===== src/rtl/bit_packer_pkg.sv =====
// Shared types and helpers for the bit packer: counter sizing, handshake struct,
// and default geometry.
package bit_packer_pkg;

    localparam int DEFAULT_WIDTH  = 4;
    localparam int DEFAULT_LANES  = 1;
    localparam int BEATS_PER_WORD = DEFAULT_WIDTH / DEFAULT_LANES;

    // Bits needed to hold a count from 0 up to and including width.
    function automatic int cnt_w(input int width);
        return $clog2(width + 1);
    endfunction

    typedef struct packed {
        logic valid;
        logic last;
    } beat_hs_t;

endpackage


===== src/rtl/bit_packer_if.sv =====
// Input-beat and output-word handshake bundle for the bit packer.
interface bit_packer_if #(
    parameter int WIDTH = 4,
    parameter int LANES = 1
);
    import bit_packer_pkg::*;

    localparam int CW = cnt_w(WIDTH);

    logic             in_valid;
    logic             in_ready;
    logic [LANES-1:0] in_bits;
    logic             in_last;
    logic             out_valid;
    logic             out_ready;
    logic [WIDTH-1:0] out_data;
    logic [CW-1:0]    out_count;

    modport master (
        output in_valid, in_bits, in_last, out_ready,
        input  in_ready, out_valid, out_data, out_count
    );

    modport slave (
        input  in_valid, in_bits, in_last, out_ready,
        output in_ready, out_valid, out_data, out_count
    );

endinterface


===== src/rtl/bit_packer_accumulator.sv =====
// Shift register and bit counter that gathers beats into a word and flags the
// beat that completes it, presenting the finished word combinationally.
module bit_packer_accumulator
    import bit_packer_pkg::*;
#(
    parameter int WIDTH     = 4,
    parameter int LANES     = 1,
    parameter bit MSB_FIRST = 1'b1,
    parameter int CW        = cnt_w(WIDTH)
) (
    input  logic             clk,
    input  logic             rst_n,
    input  logic             clear,
    input  logic             accept,
    input  logic [LANES-1:0] bits,
    input  logic             last,
    output logic [CW-1:0]    cnt,
    output logic             done,
    output logic [WIDTH-1:0] word_data,
    output logic [CW-1:0]    word_count
);

    logic [WIDTH-1:0] acc;
    logic [WIDTH-1:0] acc_next;
    logic [CW-1:0]    cnt_sum;

    assign cnt_sum = cnt + CW'(LANES);

    // Valid bits always sit at the bottom of acc; MSB-first shifts older bits up,
    // LSB-first drops each new beat in just above the bits already held.
    always_comb begin
        acc_next = acc;
        if (MSB_FIRST)
            acc_next = (acc << LANES) | WIDTH'(bits);
        else
            acc_next = acc | (WIDTH'(bits) << cnt);
    end

    assign done       = accept && (last || (cnt_sum == CW'(WIDTH)));
    assign word_data  = acc_next;
    assign word_count = cnt_sum;

    always_ff @(posedge clk or negedge rst_n) begin
        if (!rst_n) begin
            acc <= '0;
            cnt <= '0;
        end else if (clear || done) begin
            acc <= '0;
            cnt <= '0;
        end else if (accept) begin
            acc <= acc_next;
            cnt <= cnt_sum;
        end
    end

endmodule


===== src/rtl/bit_packer.sv =====
// Packs a stream of LANES-bit beats into WIDTH-bit words behind a one-word output
// buffer, with valid/ready handshakes on both sides.
module bit_packer
    import bit_packer_pkg::*;
#(
    parameter int WIDTH     = 4,
    parameter int LANES     = 1,
    parameter bit MSB_FIRST = 1'b1
) (
    input  logic         clk,
    input  logic         rst_n,
    input  logic         clear,
    bit_packer_if.slave  bus
);

    localparam int CW = cnt_w(WIDTH);

    if (WIDTH < 2 || LANES < 1 || (WIDTH % LANES) != 0) begin : g_bad_geometry
        $error("bit_packer: LANES must divide WIDTH and WIDTH must be >= 2");
    end

    beat_hs_t         hs;
    logic [CW-1:0]    cnt;
    logic             room;
    logic             in_ready;
    logic             accept;
    logic             done;
    logic [WIDTH-1:0] word_data;
    logic [CW-1:0]    word_count;
    logic             out_valid;
    logic [WIDTH-1:0] out_data;
    logic [CW-1:0]    out_count;

    assign hs = '{valid: bus.in_valid, last: bus.in_last};

    // A beat that cannot complete a word needs no buffer space, so it keeps
    // flowing even while the consumer stalls.
    assign room     = (int'(cnt) + LANES) < WIDTH;
    assign in_ready = rst_n && (!out_valid || bus.out_ready || (!hs.last && room));
    assign accept   = hs.valid && in_ready && !clear;

    bit_packer_accumulator #(
        .WIDTH     (WIDTH),
        .LANES     (LANES),
        .MSB_FIRST (MSB_FIRST),
        .CW        (CW)
    ) u_accumulator (
        .clk        (clk),
        .rst_n      (rst_n),
        .clear      (clear),
        .accept     (accept),
        .bits       (bus.in_bits),
        .last       (hs.last),
        .cnt        (cnt),
        .done       (done),
        .word_data  (word_data),
        .word_count (word_count)
    );

    // A completing beat overwrites the buffer even while it drains, so
    // back-to-back words leave no bubble.
    always_ff @(posedge clk or negedge rst_n) begin
        if (!rst_n) begin
            out_valid <= 1'b0;
            out_data  <= '0;
            out_count <= '0;
        end else if (clear) begin
            out_valid <= 1'b0;
            out_data  <= '0;
            out_count <= '0;
        end else if (done) begin
            out_valid <= 1'b1;
            out_data  <= word_data;
            out_count <= word_count;
        end else if (bus.out_ready) begin
            out_valid <= 1'b0;
        end
    end

    assign bus.in_ready  = in_ready;
    assign bus.out_valid = out_valid;
    assign bus.out_data  = out_data;
    assign bus.out_count = out_count;

endmodule

===== src/flat_wrapper.sv =====
// flat-port wrapper written by rule: the top's interface ports become plain ports
module bit_packer_flat import bit_packer_pkg::*;
#(
    parameter int WIDTH     = 4,
    parameter int LANES     = 1,
    parameter bit MSB_FIRST = 1'b1
)
  (clk, rst_n, clear, bus_in_valid, bus_in_bits, bus_in_last, bus_out_ready, bus_in_ready, bus_out_valid, bus_out_data, bus_out_count);
  bit_packer_if #(.WIDTH(WIDTH), .LANES(LANES)) bus_i ();
  input  logic clk;
  input  logic rst_n;
  input  logic clear;
  input wire logic [$bits(bus_i.in_valid)-1:0] bus_in_valid;
  input wire logic [$bits(bus_i.in_bits)-1:0] bus_in_bits;
  input wire logic [$bits(bus_i.in_last)-1:0] bus_in_last;
  input wire logic [$bits(bus_i.out_ready)-1:0] bus_out_ready;
  output wire logic [$bits(bus_i.in_ready)-1:0] bus_in_ready;
  output wire logic [$bits(bus_i.out_valid)-1:0] bus_out_valid;
  output wire logic [$bits(bus_i.out_data)-1:0] bus_out_data;
  output wire logic [$bits(bus_i.out_count)-1:0] bus_out_count;
  assign bus_i.in_valid = bus_in_valid;
  assign bus_i.in_bits = bus_in_bits;
  assign bus_i.in_last = bus_in_last;
  assign bus_i.out_ready = bus_out_ready;
  assign bus_in_ready = bus_i.in_ready;
  assign bus_out_valid = bus_i.out_valid;
  assign bus_out_data = bus_i.out_data;
  assign bus_out_count = bus_i.out_count;
  bit_packer #(.WIDTH(WIDTH), .LANES(LANES), .MSB_FIRST(MSB_FIRST)) u_core (.clk(clk), .rst_n(rst_n), .clear(clear), .bus(bus_i));
endmodule

===== config.mk =====
export PLATFORM = sky130hd
export DESIGN_NAME = bit_packer_flat
export DESIGN_NICKNAME = d
export VERILOG_FILES = /design/src/rtl/bit_packer_pkg.sv /design/src/rtl/bit_packer_if.sv /design/src/rtl/bit_packer_accumulator.sv /design/src/rtl/bit_packer.sv /design/src/flat_wrapper.sv
export SDC_FILE = /design/constraint.sdc
export NUM_CORES = 1
export LEC_CHECK = 0
export BUFFER_PORTS_ARGS = -buffer_cell sky130_fd_sc_hd__buf_2
export CORE_AREA = 2 2 54 46
export CTS_BUF_LIST = sky130_fd_sc_hd__clkbuf_16
export DETAILED_ROUTE_END_ITERATION = 7
export DIE_AREA = 0 0 56 48
export GPL_TIMING_DRIVEN = 0
export MAX_ROUTING_LAYER = met4
export PLACE_DENSITY = 0.66
export SLEW_MARGIN = 25
export SYNTH_ARGS = -nofsm -noshare
export SYNTH_HDL_FRONTEND = slang
export SYNTH_SLANG_ARGS = --single-unit

===== constraint.sdc =====
create_clock -name clk -period 2.2 [get_ports clk]
set_clock_uncertainty 0.05 [all_clocks]
set_input_delay 0.55 -clock clk [delete_from_list [all_inputs] [get_ports clk]]
set_output_delay 0.55 -clock clk [all_outputs]
set_load 0.03 [all_outputs]

# After elaboration in Yosys (flattened, before gate mapping)
# Cells that the tools add are included.
# op_classes
bitwise_logic	1
n_div	0
n_shift	0
n_reduce_logical	15
multipliers	0
n_addsub	2
magnitude_cmp	1
n_mux	11
eq_ne	1
# ops
cell	count
< comparator 32 x 4 -> 1 bit, second input constant	1
two-way mux 3 bit	6
two-way mux 4 bit	2
logical AND 1 bit	5
adder 3 x 1 -> 4 bit, second input constant	1
logical OR 1 bit	4
bitwise OR 4 x 1 -> 4 bit	1
nonzero test 2 bit	2
adder 3 x 1 -> 3 bit, second input constant	1
equality test 3 bit, second input constant	1
logical NOT 1 bit	3
two-way mux 1 bit	3
nonzero test 3 bit	1
# totals
romBits	0
ramBits	0
latchBits	0
ff_bits	14
memories	0

# Longest topological paths before layout
# Gate-level depths: netlist (run 1).
# logic_depth
depth_word	10
mapped_depth	6
depth_no_buf	5

# By module
# A second synthesis (run 1) with hierarchy kept.
# unflattened
hier_cells	62
area_unflattened_um2	703.2
# by_module_without_submodules
module	seq_area_each_um2	area_each_um2	instances	cells_each
bit_packer	200.2	357.8	1	30
bit_packer_accumulator	150.1	345.3	1	32

# Worst setup path after synthesis (run 1)
# Ideal clock, no wire load.
# synth_timing
kind	register to output
start	reg u_core.u_accumulator.cnt[0]
end	out bus_in_ready
stages_incl_launch_ff	6
t_required_ns	1.600
n_path_buf	0
path_slack_ns	0.140
t_arrival_ns	1.460
path_cell_list	dfrtp_1 > ha_1 > a21boi_1 > a21oi_1 > o21ai_0 > and2_1
# synth_via
elab_chain_cells	5
# synth_lines
item	line	source
from (decl)	bit_packer_accumulator.sv:17	output logic [CW-1:0] cnt,
from (signal assigned)	bit_packer_accumulator.sv:52	cnt <= cnt_sum;
adder 3 x 1 -> 4 bit	bit_packer.sv:38	assign room = (int'(cnt) + LANES) < WIDTH;
< comparator 32 x 4 -> 1 bit	bit_packer.sv:38	
logical AND 1 bit	bit_packer.sv:39	assign in_ready = rst_n && (!out_valid || bus.out_ready || (!hs.last && room));
logical OR 1 bit	bit_packer.sv:39	
logical AND 1 bit	bit_packer.sv:39	
to (decl)	flat_wrapper.sv:17	output wire logic [$bits(bus_i.in_ready)-1:0] bus_in_ready;
# Every way passes these cells.

# Final worst setup path (run 1)
# layout_timing
start	reg u_core.u_accumulator.cnt[1]
end	out bus_in_ready
# Same word-level chain as after synthesis.

==> results.sh, run 1 <==
export IMPL_outcome="completed"
export IMPL_crit_type="register to output port"
export IMPL_grt_start_max_net_pins=18
export IMPL_ctsLongestPathBuffers=2
export IMPL_finalNetCount=102
export IMPL_layout_commonest_cell="buf_2"
export IMPL_drtIter0Drc=8
export IMPL_layout_common_cells="buf_2 (14), dfrtp_1 (13), nor2b_1 (7)"
export IMPL_clock_latency_ps=240
export IMPL_slowest_stage="dfrtp_2"
export IMPL_htreeDepth=1
export IMPL_grt_first_pass_wirelength_um=2560
export IMPL_final_area_sq_um=1060
export IMPL_drt_first_pass_iters=4
export IMPL_grt_usage=0.132
export IMPL_placed_cell_area_sq_um=893
export IMPL_antenna_found_initial=0
export IMPL_initial_core_util=0.374
export IMPL_crit_family="flip-flops"
export IMPL_synth_largest_area_cell="dfrtp_1"
export IMPL_place_congestion=0.724
export IMPL_p_switching_uw=144
export IMPL_drt_wirelength_per_cell_um=14.2
export IMPL_synth_top_area_share=0.445
export IMPL_syn_inst=68
export IMPL_min_period_over_period=0.956
export IMPL_power_frac_clock=0.503
export IMPL_portBuffers=15
export IMPL_path_clk_slew_ps=40
export IMPL_cp_cell_sequence="ha_4 > a21boi_4 > a21oi_2 > o21ai_1 > and2_1 > buf_6"
export IMPL_fmax_mhz=476
export IMPL_vias_per_cell=5.47
export IMPL_syn2layout_area_growth_pct=34.2
export IMPL_final_hold_viol_count=0
export IMPL_die_area_sq_um=2690
export IMPL_hold_buffers=0
export IMPL_power_density_nw_per_um2=633
export IMPL_layout_setup_ws_ps=97.7
export IMPL_rows=15
export IMPL_worstPathArrival_ps=1500
export IMPL_p_seq_frac=0.400
export IMPL_yosys_warnings=0
export IMPL_cp_num_buf_inv=1
export IMPL_dp_slack_ps=-148
export IMPL_numCtsBuffers=3
export IMPL_routed_wl_um=1650
export IMPL_syn_nets=77
export IMPL_pin_count=16
export IMPL_vias=634
export IMPL_layout_drive_gt1_share=0.451
export IMPL_clock_root_buffer="clkbuf_16"
export IMPL_ant_nets=0
export IMPL_grt_overflow=0
export IMPL_avgSynthCellArea_sq_um=11.6
export IMPL_period_minus_slack_ps=2100
export IMPL_die_h_um=48
export IMPL_comb_power_share=0.096
export IMPL_p_leak_uw=0.000479
export IMPL_synth_cell_types=28
export IMPL_synth_area_sq_um=787
export IMPL_max_cap_viol_count=0
export IMPL_tns_ps=0
export IMPL_required_ps=1600
export IMPL_place_hpwl_um=1050
export IMPL_slew_limit_headroom=0.706
export IMPL_finalSetupViolations=0
export IMPL_rsz0062_at_grt="no"
export IMPL_drc=0
export IMPL_dieWidth_um=56
export IMPL_critPathMaxStageDelay_ps=410
export IMPL_core_area_sq_um=2100
export IMPL_cts_tree="done"
export IMPL_finalMaxSlewViolations=0
export IMPL_p_sw_frac=0.215
export IMPL_startpoint_type="register"
export IMPL_internal_power_uw=525
export IMPL_crit_path_max_fanout=3
export IMPL_clkSinkCount=14
export IMPL_grt_pass1_vias=541
export IMPL_end_kind="output port"
export IMPL_ys_seq_area_frac=0.445
export IMPL_tightest_slew_ps=441
export IMPL_insertedDiodeCount=0
export IMPL_hold_path_class="input pin to asynchronous set/reset pin"
export IMPL_synth_seq_cells=14
export IMPL_ys_top_cells_by_area="dfrtp_1 (45%), mux2_2 (8.6%), nor2b_1 (5.6%)"
export IMPL_peakVddDrop_uv=455
export IMPL_whs_ps=166
==> cell usage after synthesis <==
| cell | instances |
|---|---|
| clkbuf_1 | 1 |
| a21oi_1 | 6 |
| o311ai_0 | 1 |
| xor2_2 | 1 |
| and3_1 | 1 |
| a21boi_1 | 1 |
| o21ai_0 | 6 |
| nand2_1 | 1 |
| nor3_1 | 1 |
| dfrtp_1 | 14 |
| inv_1 | 2 |
| ha_1 | 2 |
| nor2_1 | 2 |
| nor2b_1 | 7 |
| or4b_1 | 1 |
| a21o_2 | 1 |
| nand3b_1 | 1 |
| mux2i_1 | 1 |
| a31oi_4 | 1 |
| buf_4 | 1 |
| or4b_2 | 1 |
| a2111oi_4 | 1 |
| and2_1 | 1 |
| nor3_4 | 1 |
| nand4b_1 | 4 |
| nand3_1 | 1 |
| mux2_2 | 6 |
| o41ai_1 | 1 |
==> through the flow <==
stage          instances  utilization  total power (uW)
3_3_place_gp         108        0.425               327
6_report             116        0.502               669
2_1_floorplan         68            -               304
4_1_cts              112        0.479               671
3_5_place_dp         108        0.425               328
5_1_grt              116        0.502               694
==> power groups by stage <==
stage	clock network [uW]	logic, uW	registers, uW
after floorplan	0	26.6	277
after global placement	0	55.6	271
after detailed placement	0	56.0	272
after CTS	342	60.5	268
after global routing	355	70.5	268
final	337	64.5	268
==> state kept, by name, indices dropped and copies added (netlist names) <==
signal                    cells
u_core.bus.out_data           4
u_core.bus.out_count          3
u_core.u_accumulator.acc      3
u_core.u_accumulator.cnt      3
u_core.bus.out_valid          1
==> repair_timing <==
item | in CTS | in global routing
endpoints found under the setup margin | 1 | 7
setup buffers | 1 | 4
gates resized for setup | 7 | 3
pin swaps | 0 | 2
cloned | 0 | 0
==> worst paths after layout <==
kind | from | to | slack [ps] | cells after the start
worst max-delay path | u_core.u_accumulator.cnt[1] | bus_in_ready | 100 | 6
worst min-delay path | rst_n | u_core.u_accumulator.acc[2] | 170 | 1
worst max register to register | u_core.u_accumulator.cnt[1] | u_core.bus.out_count[1] | 170 | 7
worst min register to register | u_core.u_accumulator.acc[2] | u_core.bus.out_data[3] | 470 | 1
max in group asynchronous | rst_n | u_core.u_accumulator.cnt[1] | 1650 | 1
min in group clk | u_core.u_accumulator.acc[2] | u_core.bus.out_data[3] | 470 | 1
==> worst register-to-register path: stages, from the launching register on <==
cell	delay, ps
dfrtp_2	440
ha_4	180
buf_4	140
xor2_2	190
a31oi_4	170
nor3_4	250
buf_12	160
mux2_2	330
==> routing by layer <==
layer  vias to the layer above  global-route usage  routed length, um
met5                         -                   -                  0
met4                         0              0.0143                 10
met3                         4              0.0595                103
met2                        19               0.195                770
met1                       311               0.173                767
li1                        300                   -                  -
==> cell type report <==
class,instances,area [sq um]
Fill cell,198,1050
Multi-Input combinational cell,50,448
Sequential cell,14,352
Timing Repair Buffer,20,131
Clock buffer,3,75.1
Tap cell,25,31.3
Buffer,2,11.3
Inverter,2,7.51
==> kinds of logic after synthesis <==
| family | Yosys count | synth area share |
|---|---|---|
| simple gates | 22 | 0.199 |
| fa+ha+maj | 2 | 0.0318 |
| mux | 7 | 0.0986 |
| flops | 14 | 0.445 |
| compound gates | 18 | 0.181 |
| xor+xnor | 1 | 0.0207 |
| buf+inv | 4 | 0.0238 |
No activity file was read; power rests on OpenSTA's default activity.
==> run 2, diff against run 1 <==
Settings changed: PLACE_DENSITY 0.66 to 0.67.
==> run 2 against run 1 <==
Critical path depth stayed put. Sequential cell count stayed put. Maximum frequency is 1.0% lower.
==> results.sh, run 2 (synthesized netlist as in run 1, its figures left out) <==
export IMPL_tns_ps=0
export IMPL_layout_common_cells="buf_2 (14), dfrtp_1 (12), nor2b_1 (7)"
export IMPL_routed_wl_um=1700
export IMPL_syn2layout_area_growth_pct=29.9
export IMPL_dp_slack_ps=-167
export IMPL_max_cap_viol_count=0
export IMPL_fmax_mhz=471
export IMPL_final_hold_viol_count=0
export IMPL_min_period_over_period=0.966
export IMPL_grt_overflow=0
export IMPL_layout_setup_ws_ps=75.5
export IMPL_ctsLongestPathBuffers=2
export IMPL_crit_path_max_fanout=5
export IMPL_die_area_sq_um=2690
export IMPL_period_minus_slack_ps=2120
export IMPL_insertedDiodeCount=0
export IMPL_place_hpwl_um=1150
export IMPL_hold_buffers=0
export IMPL_ant_nets=0
export IMPL_place_congestion=0.774
export IMPL_peakVddDrop_uv=474
export IMPL_antenna_found_initial=0
export IMPL_layout_cells_non_filler=114
export IMPL_drt_first_pass_iters=4
export IMPL_grt_usage=0.140
export IMPL_numCtsBuffers=3
export IMPL_critPathMaxStageDelay_ps=430
export IMPL_die_h_um=48
export IMPL_multi_input_area_sq_um=444
export IMPL_initial_core_util=0.374
export IMPL_largest_reg_flops=4
export IMPL_layout_drive_gt1_share=0.438
export IMPL_path_clk_slew_ps=50
export IMPL_cts_tree="done"
export IMPL_p_leak_uw=0.000463
export IMPL_drc=0
export IMPL_slowest_stage="dfrtp_2"
export IMPL_grt_pass1_vias=564
export IMPL_rows=15
export IMPL_clock_root_buffer="clkbuf_16"
export IMPL_end_kind="output port"
export IMPL_dp_cells=108
export IMPL_clkSinkCount=14
export IMPL_finalNetCount=100
export IMPL_portBuffers=15
export IMPL_pin_count=16
export IMPL_seq_area_sq_um=353
export IMPL_rsz0062_at_grt="no"
export IMPL_startpoint_type="register"
export IMPL_required_ps=1600
export IMPL_drtIter0Drc=6
export IMPL_vias=600
export IMPL_htreeDepth=1
export IMPL_vias_per_cell=5.26
export IMPL_postLayoutCoreUtil=0.486
export IMPL_worstPathArrival_ps=1520
export IMPL_drt_wirelength_per_cell_um=14.9
export IMPL_crit_family="flip-flops"
export IMPL_outcome="completed"
export IMPL_grt_start_max_net_pins=18
export IMPL_top_register="u_core.bus.out_data"
export IMPL_crit_type="register to output port"
export IMPL_cp_cell_sequence="ha_4 > a21boi_4 > a21oi_1 > o21ai_0 > and2_1 > buf_4"
export IMPL_slew_limit_headroom=0.697
export IMPL_finalSetupViolations=0
export IMPL_power_density_nw_per_um2=653
export IMPL_cp_num_buf_inv=1
export IMPL_tightest_slew_ps=453
export IMPL_grt_first_pass_wirelength_um=2660
export IMPL_finalMaxSlewViolations=0
export IMPL_total_power_uw=668
export IMPL_fillers=203
export IMPL_hold_path_class="input pin to asynchronous set/reset pin"
export IMPL_clock_latency_ps=240
export IMPL_core_area_sq_um=2100
export IMPL_dieWidth_um=56
export IMPL_layout_commonest_cell="buf_2"
run 2: through the flow:
step	cell area (sq um)	hold WS, ps
6_report	1020	161
5_1_grt	1020	191
4_1_cts	1010	175
3_5_place_dp	893	435
3_3_place_gp	893	434
2_1_floorplan	787	204
run 2: cell type report:
| class | count | area share |
|---|---|---|
| buffer | 2 | 0.0110 |
| timing repair buffer | 18 | 0.0979 |
| sequential | 14 | 0.345 |
| inverter | 2 | 0.00734 |
| tap | 25 | 0.0306 |
| multi-input combinational | 50 | 0.435 |
| clock buffer | 3 | 0.0734 |
run 2: what timing repair did:
action                                  4_1_cts  5_1_grt
endpoints found under the setup margin        7        7
setup buffers                                 1        2
pin swaps                                     0        1
resized for setup                             8        0
run 2: routing by layer:
layer  vias up  part of all wire  routed length (um)  global-route usage
met5         -                 0                   0                   -
met4         0            0.0071                  12              0.0476
met3         2             0.044                  74              0.0514
met2        11              0.50                 847               0.219
met1       291              0.45                 763               0.171
li1        296                 -                   -                   -
run 2: final timing paths:
path	from	endpoint	slack [ps]	cells after the start
min in group clk	u_core.u_accumulator.acc[2]	u_core.bus.out_data[3]	460	1
worst max-delay path	u_core.u_accumulator.cnt[1]	bus_in_ready	80	6
worst min-delay path	rst_n	u_core.bus.out_count[2]	160	1
max in group asynchronous	rst_n	u_core.u_accumulator.cnt[0]	1650	1
worst min register to register	u_core.u_accumulator.acc[2]	u_core.bus.out_data[3]	460	1
worst max register to register	u_core.u_accumulator.cnt[1]	u_core.u_accumulator.cnt[0]	200	7
run 2: power by group:
part / switching [uW] / internal, uW / leakage [uW]
Sequential: 3.90 / 264 / 0.000191
Combinational: 40.3 / 20.7 / 0.000235
Clock: 102 / 238 / 0.0000370
Total: 146 / 522 / 0.000463
==> run 3, diff against run 2 <==
Settings changed: RECOVER_POWER set to 100.
==> run 3 against run 2 <==
Sequential cell count is the same. Wire length grew 0.65%. First-iteration DRC count unchanged. Sequential share of layout area is 0.47 points higher. Register-to-register slack got worse by 20 ps. Design area decreased by 1.3%. Sequential power about the same. Worst hold slack is essentially flat. Clock power about the same. Via count increased by 0.17%. Cell count did not move. Die area unchanged. Largest power group unchanged. Highest routed layer unchanged.
==> results.sh, run 3 (synthesized netlist as in run 1, its figures left out) <==
export IMPL_slowest_stage="dfrtp_2"
export IMPL_r2r_cells=6
export IMPL_p_switching_uw=146
export IMPL_power_density_nw_per_um2=662
export IMPL_crit_type="register to output port"
export IMPL_routed_wl_um=1710
export IMPL_insertedDiodeCount=0
export IMPL_syn2layout_area_growth_pct=28.1
export IMPL_placed_cell_area_sq_um=893
export IMPL_drtIter0Drc=6
export IMPL_pin_count=16
export IMPL_slew_limit_headroom=0.697
export IMPL_startpoint_type="register"
export IMPL_min_period_over_period=0.963
export IMPL_grt_first_pass_wirelength_um=2660
export IMPL_fmax_mhz=472
export IMPL_fillers=212
export IMPL_die_area_sq_um=2690
export IMPL_crit_path_max_fanout=5
export IMPL_multi_input_area_sq_um=444
export IMPL_ctsLongestPathBuffers=2
export IMPL_dieWidth_um=56
export IMPL_antenna_found_initial=0
export IMPL_p_seq_frac=0.402
export IMPL_internal_power_uw=521
export IMPL_final_hold_viol_count=0
export IMPL_period_minus_slack_ps=2120
export IMPL_r2r_slack_ps=180
export IMPL_comb_power_share=0.090
export IMPL_max_cap_viol_count=0
export IMPL_seq_area_sq_um=353
export IMPL_cts_tree="done"
export IMPL_power_frac_clock=0.508
export IMPL_p_sw_frac=0.219
export IMPL_r2r_start="u_core.u_accumulator.cnt[1]"
export IMPL_required_ps=1600
export IMPL_tightest_slew_ps=453
export IMPL_layout_drive_gt1_share=0.337
export IMPL_layout_commonest_cell="dfrtp_1"
export IMPL_final_area_sq_um=1010
export IMPL_worstPathArrival_ps=1520
export IMPL_grt_overflow=0
export IMPL_grt_start_max_net_pins=18
export IMPL_clock_latency_ps=240
export IMPL_dp_cells=108
export IMPL_grt_pass1_vias=564
export IMPL_tns_ps=0
export IMPL_finalNetCount=100
export IMPL_critPathMaxStageDelay_ps=430
export IMPL_layout_common_cells="dfrtp_1 (12), clkbuf_1 (10), nor2b_1 (7)"
export IMPL_place_congestion=0.774
export IMPL_clkSinkCount=14
export IMPL_grt_usage=0.140
export IMPL_layout_cells_non_filler=114
export IMPL_hold_path_class="input pin to asynchronous set/reset pin"
export IMPL_cp_cell_sequence="ha_4 > a21boi_4 > a21oi_1 > o21ai_0 > and2_1 > buf_4"
export IMPL_p_leak_uw=0.000424
export IMPL_portBuffers=15
export IMPL_drt_wirelength_per_cell_um=15.0
export IMPL_htreeDepth=1
export IMPL_ant_nets=0
export IMPL_clock_root_buffer="clkbuf_16"
export IMPL_largest_reg_flops=4
export IMPL_path_clk_slew_ps=50
export IMPL_finalSetupViolations=0
export IMPL_core_area_sq_um=2100
export IMPL_rsz0062_at_grt="no"
export IMPL_vias_per_cell=5.27
export IMPL_drc=0
export IMPL_initial_core_util=0.374
export IMPL_drt_first_pass_iters=4
export IMPL_top_register="u_core.bus.out_data"
export IMPL_outcome="completed"
export IMPL_place_hpwl_um=1150
export IMPL_rows=15
export IMPL_end_kind="output port"
export IMPL_regToRegEndpoint="u_core.bus.out_data[1]"
export IMPL_die_h_um=48
export IMPL_hold_buffers=0
export IMPL_finalMaxSlewViolations=0
export IMPL_numCtsBuffers=3
export IMPL_peakVddDrop_uv=474
export IMPL_vias=601
## run 3: power by group through the flow
stage / Combinational (uW) / Clock, uW / Sequential (uW)
final: 60.1 / 339 / 268
after global routing: 65.9 / 361 / 268
after CTS: 60.7 / 345 / 268
after detailed placement: 55.9 / 0 / 272
after global placement: 55.5 / 0 / 271
after floorplan: 26.6 / 0 / 277
## run 3: final cells by class
type                    instances  share of cell area
multi-input cells              50               0.440
well taps                      25              0.0310
repair buffers                 18              0.0856
inverters                       2             0.00744
plain buffers                   2              0.0112
flip-flops and latches         14               0.350
clock buffers                   3              0.0744
## run 3: worst max path at each step
stage | from | depth (start not counted) | end
global placement | rst_n | 4 | u_core.bus.out_count[1]
CTS | u_core.u_accumulator.cnt[1] | 6 | bus_in_ready
finish | u_core.u_accumulator.cnt[1] | 6 | bus_in_ready
global route | u_core.u_accumulator.cnt[1] | 6 | bus_in_ready
floorplan | u_core.u_accumulator.cnt[0] | 5 | bus_in_ready
detailed placement | rst_n | 4 | u_core.bus.out_data[1]
## run 3: through the flow
step | utilization | total power, uW | hold WS [ps] | setup WS, ps
floorplan | - | 304 | 204 | 140
finish | 0.480 | 667 | 161 | 81.8
global route | 0.480 | 694 | 191 | 6.41
CTS | 0.479 | 674 | 175 | 30.5
global placement | 0.425 | 327 | 434 | -142
detailed placement | 0.425 | 328 | 435 | -167
## run 3: routing by layer
metal	GRT usage	wire [um]
met4	0.0476	12
met1	0.171	763
met2	0.219	854
met5	-	0
met3	0.0514	78
## run 3: what timing repair did
| action | CTS | global route |
|---|---|---|
| gates resized for setup | 8 | 0 |
| endpoints found under the setup margin | 7 | 7 |
| setup buffers | 1 | 2 |
| pin swaps | 0 | 1 |
## run 3: critical path, delay by kind of cell, from the launching register on
family,cells,cell delay [ps]
DFF,1,430
AOI/OAI and AO/OA,3,340
adders and majority gates,1,190
and+or+nand+nor,1,160
buffers and inverters,1,160
